`src/rtl/cm_arb_pkg.sv`:
```
// Shared cm_arb definitions: arbiter state encoding and index-width helpers.
package cm_arb_pkg;

  typedef enum logic [1:0] {
    ST_IDLE   = 2'd0,
    ST_GRANT  = 2'd1,
    ST_LOCKED = 2'd2
  } cm_arb_state_e;

  function automatic int unsigned cm_clog2(input int unsigned n);
    int unsigned r;
    r = 0;
    for (int unsigned i = 0; i < 32; i++) begin
      if ((64'd1 << i) < 64'(n)) r = i + 1;
    end
    return r;
  endfunction

  // Index fields are never narrower than one bit, even for a single requester.
  function automatic int unsigned cm_idx_w(input int unsigned n);
    return (cm_clog2(n) < 1) ? 1 : cm_clog2(n);
  endfunction

endpackage

```
`src/rtl/cm_arb_rr_sel.sv`:
```
// Combinational rotate-priority selector: first requester found ascending from
// last_idx+1 (wrapping) wins; the previous owner is therefore considered last.
module cm_arb_rr_sel
  import cm_arb_pkg::*;
#(
  parameter int unsigned REQ_NUM = 2,
  parameter int unsigned IDX_W   = cm_idx_w(REQ_NUM)
) (
  input  logic [REQ_NUM-1:0] req,
  input  logic [IDX_W-1:0]   last_idx,
  output logic [REQ_NUM-1:0] win,
  output logic [IDX_W-1:0]   win_idx,
  output logic               win_vld
);

  logic [IDX_W-1:0] w_pos;

  always_comb begin
    win     = '0;
    win_idx = '0;
    win_vld = 1'b0;
    w_pos   = '0;
    for (int unsigned i = 1; i <= REQ_NUM; i++) begin
      w_pos = IDX_W'((32'(last_idx) + i) % REQ_NUM);
      if (!win_vld && req[w_pos]) begin
        win_vld    = 1'b1;
        win_idx    = w_pos;
        win[w_pos] = 1'b1;
      end
    end
  end

endmodule

```
`src/rtl/cm_arb_rr_grant.sv`:
```
// Round-robin grant stage with IDLE/GRANT/LOCKED ownership tracking.
// Optional CM_ARB_PARK_EN: park gnt/gnt_idx on PARK_IDX while idle (gnt_vld stays 0).
module cm_arb_rr_grant
  import cm_arb_pkg::*;
#(
  parameter int unsigned REQ_NUM   = 2,
  parameter int unsigned PRI_WIDTH = 1,
  parameter int unsigned PARK_IDX  = 0
) (
  input  logic                          clk,
  input  logic                          rst,
  input  logic [REQ_NUM-1:0]            req,
  input  logic [PRI_WIDTH-1:0]          pri_max,
  input  logic                          adv,
  input  logic                          hold,
  output logic [REQ_NUM-1:0]            gnt,
  output logic [cm_idx_w(REQ_NUM)-1:0]  gnt_idx,
  output logic                          gnt_vld,
  output logic [PRI_WIDTH-1:0]          gnt_pri
);

  localparam int unsigned IDX_W = cm_idx_w(REQ_NUM);

`ifdef CM_ARB_PARK_EN
  localparam bit PARK_EN = 1'b1;
`else
  localparam bit PARK_EN = 1'b0;
`endif

  localparam logic [REQ_NUM-1:0] IDLE_GNT = PARK_EN ? (REQ_NUM'(1) << PARK_IDX) : '0;
  localparam logic [IDX_W-1:0]   IDLE_IDX = PARK_EN ? IDX_W'(PARK_IDX) : '0;
  localparam logic [IDX_W-1:0]   LAST_RST = IDX_W'(REQ_NUM - 1);

  cm_arb_state_e          r_state;
  logic [REQ_NUM-1:0]     r_gnt;
  logic [IDX_W-1:0]       r_idx;
  logic                   r_vld;
  logic [PRI_WIDTH-1:0]   r_pri;
  logic [IDX_W-1:0]       r_last;

  logic [REQ_NUM-1:0]     w_win;
  logic [IDX_W-1:0]       w_win_idx;
  logic                   w_win_vld;
  logic                   w_arb;

  cm_arb_rr_sel #(
    .REQ_NUM (REQ_NUM),
    .IDX_W   (IDX_W)
  ) u_sel (
    .req      (req),
    .last_idx (r_last),
    .win      (w_win),
    .win_idx  (w_win_idx),
    .win_vld  (w_win_vld)
  );

  // IDLE always arbitrates; GRANT and LOCKED share the release rule (adv && !hold),
  // so both owner states collapse into one arbitration decision.
  assign w_arb = (r_state == ST_IDLE) || (adv && !hold);

  always_ff @(posedge clk or posedge rst) begin
    if (rst) begin
      r_state <= ST_IDLE;
      r_gnt   <= IDLE_GNT;
      r_idx   <= IDLE_IDX;
      r_vld   <= 1'b0;
      r_pri   <= '0;
      r_last  <= LAST_RST;
    end else begin
      case (r_state)
        ST_IDLE, ST_GRANT, ST_LOCKED: begin
          if (w_arb) begin
            if (w_win_vld) begin
              r_state <= ST_GRANT;
              r_gnt   <= w_win;
              r_idx   <= w_win_idx;
              r_vld   <= 1'b1;
              r_pri   <= pri_max;
              r_last  <= w_win_idx;
            end else begin
              r_state <= ST_IDLE;
              r_gnt   <= IDLE_GNT;
              r_idx   <= IDLE_IDX;
              r_vld   <= 1'b0;
              r_pri   <= '0;
            end
          end else if (adv && hold) begin
            r_state <= ST_LOCKED;
          end
        end
        default: begin
          r_state <= ST_IDLE;
          r_gnt   <= IDLE_GNT;
          r_idx   <= IDLE_IDX;
          r_vld   <= 1'b0;
          r_pri   <= '0;
        end
      endcase
    end
  end

  assign gnt     = r_gnt;
  assign gnt_idx = r_idx;
  assign gnt_vld = r_vld;
  assign gnt_pri = r_pri;

endmodule

```
`config.mk`:
```
export PLATFORM = sky130hd
export DESIGN_NAME = cm_arb_rr_grant
export DESIGN_NICKNAME = d
export VERILOG_FILES = /design/src/rtl/cm_arb_pkg.sv /design/src/rtl/cm_arb_rr_sel.sv /design/src/rtl/cm_arb_rr_grant.sv
export SDC_FILE = /design/constraint.sdc
export NUM_CORES = 1
export LEC_CHECK = 0
export ABC_AREA = 0
export CORE_AREA = 2 2 39 41
export CTS_BUF_LIST = sky130_fd_sc_hd__clkbuf_8
export DETAILED_ROUTE_END_ITERATION = 12
export DIE_AREA = 0 0 41 43
export GPL_ROUTABILITY_DRIVEN = 1
export GPL_TIMING_DRIVEN = 0
export SYNTH_ARGS = -nofsm -noshare
export SYNTH_HDL_FRONTEND = slang
export SYNTH_SLANG_ARGS = --single-unit
```
`constraint.sdc`:
```
create_clock -name clk -period 1.3 [get_ports clk]
set_input_delay 0.26 -clock clk [delete_from_list [all_inputs] [get_ports clk]]
set_output_delay 0.26 -clock clk [all_outputs]
set_load 0.05 [all_outputs]
```
======== Word-level counts from Yosys, hierarchy flattened ========
Index checks and enable logic that the tools add are counted.
word-level totals
  register bits ........................... 8
  input port bits ......................... 7
  output and inout port bits .............. 5
operators by class
  add/sub/neg operators ................... 2
  magnitude comparators ................... 4
  equal/unequal tests ..................... 4
  muxes and demuxes ....................... 30
  bitwise operators ....................... 1
  reductions and logical operators ........ 11
operators with widths
  operator               number
  $mux W1                20
  $mux W2                8
  $logic_and A1 B1 Y1    5
  $lt A1 B2 Y1 const B   2
  $ne A3 B3 Y1 const B   1
  $reduce_and A3 Y1      1
  $reduce_or A3 Y1       1
  $add A1 B1 Y1 const B  2
  $demux W1 S1           2
  $eq A2 B1 Y1 const B   1
  $eq A2 B2 Y1 const B   1
  $ge A1 B1 Y1 const B   2
  $logic_not A1 Y1       2
  $logic_not A2 Y1       1
  $ne A2 B2 Y1 const B   1
  $or A2 B2 Y2           1
  $logic_or A1 B1 Y1     1

======== Logic depth before layout (Yosys ltp) ========
  depth after elaboration ................. 11
  mapped depth ............................ 4

======== By module ========
Synthesis repeated with hierarchy kept, for this count alone.
unflattened totals
  cells, all modules ...................... 55
  area total of the unflattened synthesis .. 511.7 µm²
modules (own cells, without submodules)
  module           instances  cells an instance  area an instance (µm²)  sequential area each (µm²)
  cm_arb_rr_grant  1          50                 479.2                   201.4
  cm_arb_rr_sel    1          5                  32.5                    0.0

======== Least setup slack after synthesis ========
OpenSTA, ideal clock, no wires.
  path kind ............................... reg-to-reg
  start point ............................. register r_state[1]
  end point ............................... register r_idx (netlist: gnt_idx)
  data arrival time ....................... 0.985 ns
  data required time ...................... 1.167 ns
  setup slack ............................. 0.182 ns
  cell stages (with the launch flop) ...... 5
  path buffers ............................ 1
  clock period less this slack ............ 1.118 ns
  cell sequence ........................... dfrtp_1 buf_6 nor2_1 a2bb2oi_1 a211oi_2
on the way
  cells in the longest elaborated chain, start to end .. 3
  elaborated cells between the ends (all ways) .. 7
  classes of those cells .................. eq/ne: 3; mux: 1; reduce/logical: 3
ends and longest elaborated chain
  what                                                    RTL line                                      text
  from (decl)                                             cm_arb_rr_grant.sv:34                         cm_arb_state_e r_state;
  from (signal assigned)                                  cm_arb_rr_grant.sv:63                         r_state <= ST_IDLE;
  from (signal assigned)                                  cm_arb_rr_grant.sv:74                         r_state <= ST_GRANT;
  from (signal assigned)                                  cm_arb_rr_grant.sv:81                         r_state <= ST_IDLE;
  $eq A2 B1 Y1 (tied with other cells)                    cm_arb_rr_grant.sv:70                         case (r_state)
  $reduce_or A3 Y1 or $logic_or A1 B1 Y1 (tied branches)  cm_arb_rr_grant.sv:70, cm_arb_rr_grant.sv:59
  $ne A2 B2 Y1 (no line) or $mux W1 (tied branches)       -
  to (signal assigned)                                    cm_arb_rr_grant.sv:76                         r_idx <= w_win_idx;
  to (decl)                                               cm_arb_rr_grant.sv:36                         logic [IDX_W-1:0] r_idx;
Several ways; a longest one is shown, not always the timed one.
A chain may end at the register's enable or synchronous reset.

======== Worst setup path in the final report ========
  start point ............................. register r_idx (netlist: gnt_idx)
  end point ............................... output gnt_idx
RTL lines
  what       RTL line               text
  to (decl)  cm_arb_rr_grant.sv:17  output logic [cm_idx_w(REQ_NUM)-1:0] gnt_idx,
No word-level cell between the ends.

==> out/metrics.cfg <==
[status]
status=complete, no violations

[placement]
io_buffers=11
dp_hpwl_um=824.2
gp_congestion=0.6928
pre_cts_slack_ns=-0.3273

[drt]
drtIter0Drc=6
ant_nets=0
firstDrtPassIters=4
drt-wirelength-per-cell_um=14.07
via_per_inst=5.190
wirelength_um=1182
route.vias.total=436
drc=0

[logic_synthesis]
synth_cells=53
netlist-cell-type-count=24
synth.avg_cell_area_um2=9.797
syn_nets=60
ys_warn_count=0
synth_seq_area_share_pct=38.80
ys_ff_latch=8
syn_area_um2=519.2

[final_layout]
areaGrowthSynthToFinish_pct=38.80
seqCellArea_um2=201.4
final_core_util_pct=52.08
multi_input_area_um2=286.5
fin_nets=76
fill_cells=139
antenna_cells=0
final_layout_size_suffix_gt1_share_pct=33.82

[critical_path]
r2r_slack_ns=0.08
crit_fanout=3
critPathCaptureType=output pin
slowest_delay_ns=0.38
cp.depth=1
critPathArrivalTime_ns=0.99
crit_path_start=gnt_idx
r2r_start=r_state[1]
startpoint_type=flip-flop
critPathSlowestCell=clkdlybuf4s15_2
r2r_end=gnt_pri
path_class=reg -> out
endpoint=gnt_idx
crit_required_ns=1.04
path_cells=clkdlybuf4s15_2
rr_worst_depth=4
critPathBufInv=1
crit_family=buffers and inverters

[timing]
finClkSkew_ns=0.005232
hold_ws_ns=0.2874
finalHoldViolations=0
clock.fmax_mhz=803.1
setup_slack_ns=0.05486
rsz0062_at_grt=no
slew_headroom_pct=78.56
finalSetupViolCount=0
min_period_over_period_pct=95.78
setup_tns_ns=0
worstMarginPinSlew_ns=0.3213
fin_crit_ns=1.245
drv_slew=0

[clock_tree]
cts-root-buf=clkbuf_8
cts_sinks=8
clk_path_buf_depth=2
clkLatencyLatePin_ns=0.23
cts_buffers=3
cts_setup_buffers=0
hold_buffers=0
cts_tree=done
cts.repair.resized=18
clk_pin_slew_ns=0.05
h-tree-depth=1

[grt]
grt_first_pass_wirelength_um=1918
grt_pass1_vias=454
grt_max_degree=11
grt_usage_pct=15.36
grt_overflow=0
antenna_found_initial=0

[floorplan]
fp.dieH_um=43
core_um2=1384
dieArea_um2=1763
io_pins=12
fp.dieW_um=41
initial_core_util_pct=37.52
core.rowCount=14

[power]
intPower_uw=893.9
p_clk_share_pct=19.3
comb_power_share_pct=52.2
switchingPower_uw=718.8
p_per_area_nw_per_um2=2238
p_leak_uw=0.0003015
switching_share_pct=44.57
power_frac_seq_pct=28.5
power_uw=1613
ir_drop_mv=1.342

[job]
cap_viol_max_count=0

[hold_path]
hp-class=in -> async

[worst min path at each step]
stage	endpoint	slack, ns
after floorplan	gnt[0]	0.07
after global placement	r_state[1]	0.54
final	gnt[1]	0.29
after global routing	r_state[1]	0.34
after CTS	r_state[1]	0.30
after detailed placement	r_state[1]	0.55
[final cells by class]
class	instances	share of cell area, %
clock buffers	3	5.729
plain buffers	3	5.035
multi-input cells	38	39.76
inverters	4	2.083
clock inverters	1	0.5208
flip-flops and latches	8	27.95
repair buffers	11	16.15
well taps	16	2.778
[power by group through the flow]
stage               clock, µW  combinational, µW  sequential, µW
finish                    311                842             460
global route              330                894             478
CTS                       315                835             460
detailed placement          0                850             462
global placement            0                847             458
floorplan                   0                358             710
[per-stage QoR]
stage,area [µm²],cells
6_report,720.7,84
5_1_grt,720.7,84
4_1_cts,703.2,84
3_5_place_dp,649.4,80
3_3_place_gp,649.4,80
2_1_floorplan,519.2,53
[cells in the mapped netlist, drive strengths merged]
library cell,number,share of area (%)
nand2,3,2.2
dfstp,1,5.1
a2111o,1,2.2
nor2b,1,1.7
nand2b,1,1.2
a221oi,3,8.7
buf,2,4.3
a21oi,1,0.96
nor4bb,2,3.9
nand3,2,1.9
nor3,5,4.8
dfrtp,7,34
nor3b,1,1.4
inv,4,2.9
a2bb2oi,1,1.7
a211oi,2,4.8
o211ai,1,1.4
nor2,4,2.9
or2,1,1.7
clkbuf,1,2.6
o21ai,7,7.5
o22ai,2,2.4
[per-layer routing]
metal	wire (µm)	track usage [%]
met5	0	0
met4	0	0
met3	42	3.141
met2	539	25.00
met1	600	21.81
[sequential cells by signal, summed over array words and instances (netlist names)]
name / cells
gnt: 2
r_state: 2
gnt_idx: 1
gnt_pri: 1
gnt_vld: 1
r_last: 1
[layout by cell type, fill, tap and decap left out, drive strengths merged]
| master | netlist | routed |
|---|---|---|
| nor4bb | 2 | 2 |
| nor3b | 1 | 1 |
| nand3 | 2 | 2 |
| a21oi | 1 | 1 |
| dfrtp | 7 | 7 |
| dlygate4sd2 | 0 | 2 |
| a2111o | 1 | 1 |
| inv | 4 | 5 |
| clkdlybuf4s50 | 0 | 3 |
| nand2b | 1 | 1 |
| a221oi | 3 | 3 |
| buf | 2 | 2 |
| nand2 | 3 | 3 |
| o211ai | 1 | 1 |
| nor2b | 1 | 1 |
| dfstp | 1 | 1 |
| clkdlybuf4s15 | 0 | 5 |
| a211oi | 2 | 2 |
| o21ai | 7 | 7 |
| nor2 | 4 | 4 |
| o22ai | 2 | 2 |
| clkbuf | 1 | 4 |
| a2bb2oi | 1 | 1 |
| or2 | 1 | 1 |
| dlymetal6s2s | 0 | 1 |
| nor3 | 5 | 5 |
[kinds of logic (layout without fill, tap and decap cells)]
logic type / Yosys count / after routing / share of synthesized area [%]
flip-flops: 8 / 8 / 38.80
buffers and inverters: 7 / 22 / 9.878
AND/OR/NAND/NOR: 20 / 20 / 21.69
AO/OA/AOI/OAI: 18 / 18 / 29.64
Note: power is estimated with default switching activity, not from simulation.
